[config.mk]
export PLATFORM = sky130hd
export DESIGN_NAME = crypto_dispatch
export DESIGN_NICKNAME = d
export VERILOG_FILES = /design/src/rtl/crypto_dispatch.sv
export SDC_FILE = /design/constraint.sdc
export NUM_CORES = 1
export LEC_CHECK = 0
export BUFFER_PORTS_ARGS = -buffer_cell sky130_fd_sc_hd__buf_2
export CAP_MARGIN = 20
export CORE_ASPECT_RATIO = 0.8
export CORE_UTILIZATION = 50
export CTS_CLUSTER_DIAMETER = 100
export CTS_CLUSTER_SIZE = 28
export DETAILED_ROUTE_END_ITERATION = 10
export PLACE_DENSITY = 0.72
export REMOVE_ABC_BUFFERS = 1
export SLEW_MARGIN = 30
export SYNTH_ARGS = -nofsm -noshare
export SYNTH_HDL_FRONTEND = slang
export SYNTH_SLANG_ARGS = --single-unit
[constraint.sdc]
create_clock -name clk -period 5.95 [get_ports clk]
set_input_delay 1.19 -clock clk [delete_from_list [all_inputs] [get_ports clk]]
set_output_delay 1.19 -clock clk [all_outputs]
set_load 0.02 [all_outputs]
[src/rtl/crypto_dispatch.sv]
// Command front-end for the crypto core: queues encrypt/decrypt requests, runs them one at a time, returns results.
// Optional WAIT-state timeout abort is enabled by defining CRYPTO_TIMEOUT_EN.
module crypto_dispatch #(
    parameter int unsigned DEPTH      = 4,
    parameter int unsigned RST_CYCLES = 2,
    parameter int unsigned BGN_CYCLES = 10,
    parameter int unsigned TIMEOUT    = 255
) (
    input  logic                       clk,
    input  logic                       rst,
    input  logic                       req_valid,
    output logic                       req_ready,
    input  logic [1:0]                 req_op,
    input  logic [15:0]                req_data,
    input  logic [15:0]                req_key,
    output logic                       rsp_valid,
    input  logic                       rsp_ready,
    output logic [15:0]                rsp_data,
    output logic [15:0]                rsp_key,
    output logic                       rsp_err,
    output logic                       core_rst,
    output logic                       core_bgn,
    output logic [1:0]                 core_mode,
    output logic [15:0]                core_data,
    output logic [15:0]                core_key,
    input  logic                       core_fin,
    input  logic [15:0]                core_data_out,
    input  logic [15:0]                core_key_out,
    output logic                       busy,
    output logic [$clog2(DEPTH):0]     fifo_count
);

    localparam int unsigned AW  = $clog2(DEPTH);
    localparam int unsigned CW  = AW + 1;
    localparam int unsigned M1  = (RST_CYCLES > BGN_CYCLES) ? RST_CYCLES : BGN_CYCLES;
    localparam int unsigned M2  = (M1 > TIMEOUT) ? M1 : TIMEOUT;
    localparam int unsigned TW0 = $clog2(M2 + 1);
    localparam int unsigned TW  = (TW0 < 8) ? 8 : TW0;

    typedef struct packed {
        logic [1:0]  op;
        logic [15:0] data;
        logic [15:0] key;
    } req_t;

    typedef enum logic [2:0] {
        S_IDLE, S_CLR, S_START, S_WAIT, S_CAPTURE, S_RESP, S_ABORT
    } state_t;

    state_t          state_q, state_d;
    logic [TW-1:0]   cnt_q, cnt_d;
    req_t            mem_q [DEPTH];
    logic [AW-1:0]   wr_ptr_q, rd_ptr_q;
    logic [CW-1:0]   count_q, count_d;
    logic            req_ready_q, busy_q;
    logic            rsp_valid_q, rsp_valid_d;
    logic [15:0]     rsp_data_q, rsp_data_d, rsp_key_q, rsp_key_d;
    logic            rsp_err_q, rsp_err_d;
    logic            core_rst_q, core_rst_d, core_bgn_q, core_bgn_d;
    logic [1:0]      core_mode_q, core_mode_d;
    logic [15:0]     core_data_q, core_data_d, core_key_q, core_key_d;
    logic            push, pop, full, empty;
    req_t            head;

    assign full    = (count_q == CW'(DEPTH));
    assign empty   = (count_q == '0);
    assign push    = req_valid && !full;
    assign head    = mem_q[rd_ptr_q];
    assign count_d = count_q + CW'(push) - CW'(pop);

    // FIFO storage needs no reset; occupancy is tracked by count_q.
    always_ff @(posedge clk) begin
        if (push) begin
            mem_q[wr_ptr_q] <= '{op: req_op, data: req_data, key: req_key};
        end
    end

    always_ff @(posedge clk or negedge rst) begin
        if (!rst) begin
            state_q     <= S_IDLE;
            cnt_q       <= '0;
            wr_ptr_q    <= '0;
            rd_ptr_q    <= '0;
            count_q     <= '0;
            req_ready_q <= 1'b1;
            busy_q      <= 1'b0;
            rsp_valid_q <= 1'b0;
            rsp_data_q  <= '0;
            rsp_key_q   <= '0;
            rsp_err_q   <= 1'b0;
            core_rst_q  <= 1'b0;
            core_bgn_q  <= 1'b0;
            core_mode_q <= '0;
            core_data_q <= '0;
            core_key_q  <= '0;
        end else begin
            state_q     <= state_d;
            cnt_q       <= cnt_d;
            if (push) wr_ptr_q <= wr_ptr_q + AW'(1);
            if (pop)  rd_ptr_q <= rd_ptr_q + AW'(1);
            count_q     <= count_d;
            req_ready_q <= (count_d != CW'(DEPTH));
            busy_q      <= (state_d != S_IDLE) || (count_d != '0);
            rsp_valid_q <= rsp_valid_d;
            rsp_data_q  <= rsp_data_d;
            rsp_key_q   <= rsp_key_d;
            rsp_err_q   <= rsp_err_d;
            core_rst_q  <= core_rst_d;
            core_bgn_q  <= core_bgn_d;
            core_mode_q <= core_mode_d;
            core_data_q <= core_data_d;
            core_key_q  <= core_key_d;
        end
    end

    // Next-state logic; core strobes are computed for the state being entered so they align with state_q.
    always_comb begin
        state_d     = state_q;
        cnt_d       = cnt_q;
        pop         = 1'b0;
        rsp_valid_d = rsp_valid_q;
        rsp_data_d  = rsp_data_q;
        rsp_key_d   = rsp_key_q;
        rsp_err_d   = rsp_err_q;
        core_rst_d  = 1'b1;
        core_bgn_d  = 1'b0;
        core_mode_d = core_mode_q;
        core_data_d = core_data_q;
        core_key_d  = core_key_q;
        case (state_q)
            S_IDLE: begin
                core_mode_d = '0;
                core_data_d = '0;
                core_key_d  = '0;
                if (!empty && !rsp_valid_q) begin
                    pop = 1'b1;
                    if (head.op == 2'b01 || head.op == 2'b10) begin
                        state_d     = S_CLR;
                        cnt_d       = '0;
                        core_rst_d  = 1'b0;
                        core_mode_d = head.op;
                        core_data_d = head.data;
                        core_key_d  = head.key;
                    end else begin
                        state_d     = S_RESP;
                        rsp_valid_d = 1'b1;
                        rsp_err_d   = 1'b1;
                        rsp_data_d  = '0;
                        rsp_key_d   = '0;
                    end
                end
            end
            S_CLR: begin
                core_rst_d = 1'b0;
                if (cnt_q == TW'(RST_CYCLES - 1)) begin
                    state_d    = S_START;
                    cnt_d      = '0;
                    core_rst_d = 1'b1;
                    core_bgn_d = 1'b1;
                end else begin
                    cnt_d = cnt_q + TW'(1);
                end
            end
            S_START: begin
                core_bgn_d = 1'b1;
                if (cnt_q == TW'(BGN_CYCLES - 1)) begin
                    state_d    = S_WAIT;
                    cnt_d      = '0;
                    core_bgn_d = 1'b0;
                end else begin
                    cnt_d = cnt_q + TW'(1);
                end
            end
            S_WAIT: begin
                if (core_fin) begin
                    state_d = S_CAPTURE;
                end
`ifdef CRYPTO_TIMEOUT_EN
                else if (cnt_q == TW'(TIMEOUT - 1)) begin
                    state_d    = S_ABORT;
                    core_rst_d = 1'b0;
                end else begin
                    cnt_d = cnt_q + TW'(1);
                end
`endif
            end
            S_CAPTURE: begin
                state_d     = S_RESP;
                rsp_valid_d = 1'b1;
                rsp_data_d  = core_data_out;
                rsp_key_d   = core_key_out;
                rsp_err_d   = 1'b0;
                core_mode_d = '0;
                core_data_d = '0;
                core_key_d  = '0;
            end
            S_ABORT: begin
                state_d     = S_RESP;
                rsp_valid_d = 1'b1;
                rsp_data_d  = '0;
                rsp_key_d   = '0;
                rsp_err_d   = 1'b1;
                core_mode_d = '0;
                core_data_d = '0;
                core_key_d  = '0;
            end
            S_RESP: begin
                if (rsp_ready) begin
                    rsp_valid_d = 1'b0;
                    state_d     = S_IDLE;
                end
            end
            default: state_d = S_IDLE;
        endcase
    end

    assign req_ready  = req_ready_q;
    assign busy       = busy_q;
    assign fifo_count = count_q;
    assign rsp_valid  = rsp_valid_q;
    assign rsp_data   = rsp_data_q;
    assign rsp_key    = rsp_key_q;
    assign rsp_err    = rsp_err_q;
    assign core_rst   = core_rst_q;
    assign core_bgn   = core_bgn_q;
    assign core_mode  = core_mode_q;
    assign core_data  = core_data_q;
    assign core_key   = core_key_q;

endmodule

==> summary.txt <==
Run status
  • Status: finished, final reports clean

Yosys
  • Simple-gate area share of the yosys netlist: 4.32%
  • Post-synthesis sequential area ratio: 72.5%
  • Synth Instances: 480
  • Synth Flop Type: edfxtp_1
  • Compound-Gate Fraction of Synth Area: 9.86%
  • Largest family of logic cells by synthesized area: compound AO/OA/AOI/OAI gates
  • Synth Area in Adders: 1.66%
  • Mean Syn Cell Area: 18.2 µm²
  • Post-Synth XOR/XNOR Area: 0.501%
  • Mux cell area share after synthesis: 8.76%
  • Synth warnings: 0
  • Yosys reg bits: 226
  • Post-synth EDFFs: 136
  • Synthesized area: 8740 µm²
  • Async set-reset flop share out of synthesis: 39.8%
  • Yosys cell types: 49

Clocking
  • Cts repair resizes: 0
  • Clk buf depth: 3
  • Postcts setup bufs: 0
  • CTS Buf Count: 12
  • Cts hold-fix bufs: 0
  • Sink Count: 226
  • H-tree depth: 1
  • CTS tree: yes
  • Worst skew pair latency: 0.47 ns
  • CTS root buf: clkbuf_16
  • Clock slew seen by the registers of the worst setup and hold paths: 0.10 ns

Global routing
  • GR Util met3: 3.47%
  • Vias in the first global route: 4952
  • GR Util met1: 27.0%
  • Global route overflow: 0
  • Initial antenna violation count: 0
  • Largest net degree at the start of global routing: 54
  • Total GRT Usage: 19.5%
  • Global route hottest layer: met2
  • Met2 GRT Util: 32.9%
  • First-pass GRT wire length: 26900 µm

Power
  • Switching part of the total power: 34.1%
  • Share of power burned in the clock network: 18.7%
  • Peak VDD IR: 0.000345 V
  • Power share of the sequential group: 47.9%
  • Total power per unit cell area: 480 nW/µm²
  • Leakage Power: 4.08 nW
  • Gate power share: 33.4%
  • Total internal power: 3.17 mW
  • P_sw: 1.64 mW

Worst hold path
  • Hold_sp: core_mode[0]
  • Hold WC Path Type: reg -> reg

Worst setup path
  • FF-to-FF Start: state_q[0]
  • CP required: 6.28 ns
  • CP max stage cell: dfrtp_1
  • Worst EP arrival: 3.78 ns
  • Worst path max stage delay: 0.56 ns
  • Startpoint types: flop
  • WS Path Type: reg -> reg
  • Worst path cell trace: or3_4, nor3_2, ha_1, inv_1, ha_1, inv_1, fa_1, xnor2_1, xnor2_1, a2111oi_0, nand4bb_1
  • CP endpoint kind: flop
  • Worst Setup SP: state_q[0]
  • Worst Path Max Fanout: 18

Timing
  • Setup TNS: 0 ns
  • Setup ws final: 2.50 ns
  • Slew @ Worst Pin: 0.907 ns
  • Clock Skew: 0.0363 ns
  • Max_slew headroom: 39.6%
  • # setup viols final: 0
  • Period utilization: 58.0%
  • RSZ-0062 raised after global routing: false
  • Max Clk Rate: 0.290 GHz
  • Max-slew violations: 0
  • Period minus WS final: 3.45 ns
  • Final hold violations: 0

Flow run
  • Max Cap Violations: 0

Placed design
  • Post-DP HPWL: 10400 µm
  • Post-placement setup slack: 2.18 ns
  • Placer Congestion: 0.767
  • IO Port Bufs: 145

Cells and area
  • Nets: 701
  • Commonest non-fill, non-tap cells in the layout: buf_2 (144), edfxtp_1 (136), dfrtp_1 (87), a22o_1 (66), mux4_2 (34)
  • FF/Latch Area: 6340 µm²
  • Filler cell count: 1288
  • # diodes: 0
  • Syn-to-layout area delta: 14.8%
  • Share of post-route cells with drive strength above 1: 34.9%
  • Area of the multi-input gates: 2210 µm²
  • Most common cell after layout, fill and taps aside: buf_2

Routing
  • ANT nets after route: 0
  • Remaining DRCs: 0
  • Wire per inst: 19.9 µm
  • Initial DRC Count: 351
  • DR vias/cell: 5.57
  • Total Wirelength: 16800 µm
  • Routed vias: 4704
  • 1st-pass router iterations: 4

Floorplan
  • Die Span Y: 120 µm
  • Initial Util: 52.0%
  • Core Box Area: 16800 µm²
  • Io pins: 146
  • Die X: 150 µm
  • Std-Cell Rows: 42
  • Die area: 18000 µm²
-- sequential cells by signal, indices dropped and copies added (netlist names), 2 cells and up --
signal,cells
mem_q,136
core_data,16
core_key,16
rsp_data,16
rsp_key,16
cnt_q,8
fifo_count,3
state_q,3
core_mode,2
rd_ptr_q,2
wr_ptr_q,2
-- per-stage QoR --
| stage | util [%] | power [mW] | cells | hold slack [ns] | instance area [µm²] |
|---|---|---|---|---|---|
| 3_3_place_gp | 57.3 | 3.89 | 824 | 0.478 | 9630 |
| 6_report | 59.7 | 4.82 | 845 | 0.507 | 10000 |
| 3_5_place_dp | 57.3 | 3.96 | 824 | 0.478 | 9640 |
| 4_1_cts | 59.6 | 4.85 | 844 | 0.509 | 10000 |
| 2_1_floorplan | - | 3.43 | 455 | 0.489 | 8590 |
| 5_1_grt | 59.7 | 5.09 | 845 | 0.523 | 10000 |
-- Yosys cell counts, types with 3 or more instances --
cell type,n,share of area [%]
nor2_1,5,0.21
nand2_1,16,0.69
buf_2,15,0.86
o21ai_0,8,0.46
ha_1,10,1.4
mux4_2,34,8.8
edfxtp_1,136,47
a22o_1,66,6.6
o211ai_1,7,0.60
dfrtp_1,89,25
nand3_1,4,0.23
and2_1,5,0.36
clkbuf_1,6,0.26
a21oi_1,4,0.23
inv_1,15,0.64
nand2b_1,8,0.57
nor2b_1,6,0.43
buf_8,3,0.52
xnor2_1,4,0.40
-- path summary, 6_finish.rpt --
check,slack [ns],depth (start not counted),end
hold / removal,0.51,1,core_mode[0]
max in group asynchronous,4.18,2,rd_ptr_q[0]
setup reg to reg,2.50,11,busy
hold reg to reg,0.51,1,core_mode[0]
min in group asynchronous,0.74,1,cnt_q[7]
setup / recovery,2.50,11,busy
-- power groups by stage --
stage,Combinational (mW),Clock (mW),Sequential (mW)
2_1_floorplan,0.941,0,2.49
3_3_place_gp,1.56,0,2.33
3_5_place_dp,1.61,0,2.35
4_1_cts,1.62,0.917,2.32
5_1_grt,1.76,0.978,2.36
6_report,1.61,0.900,2.31
-- critical path: cells and delay by family (launching register included) --
family,cells,cell delay (ns)
AOI/OAI and AO/OA,1,0.45
xor gates and xnor gates,2,0.30
adders and majority gates,3,0.83
buffers and inverters,2,0.11
DFF,1,0.56
and+or+nand+nor,3,1.05
-- final cells by class --
cell class,instances,share of cell area [%]
Tap cell,220,2.74
Timing Repair Buffer,150,7.75
Sequential cell,226,63.2
Clock buffer,19,3.47
Inverter,15,0.561
Multi-Input combinational cell,214,22.0
Clock inverter,1,0.299
-- metal layers --
metal	wire length [µm]	vias to the layer above
met3	668	18
met2	8460	85
met1	7430	2438
met4	257	0
li1	-	2163
met5	0	-
-- logic make-up (layout without fill, tap and decap cells) --
logic type | after synthesis | in the layout
adders and majority gates | 11 | 11
buffers and inverters | 40 | 185
muxes | 34 | 34
xor gates and xnor gates | 5 | 5
and+or+nand+nor | 61 | 61
DFF | 226 | 226
AOI/OAI and AO/OA | 103 | 103
Note: power is estimated with default switching activity, not from simulation.
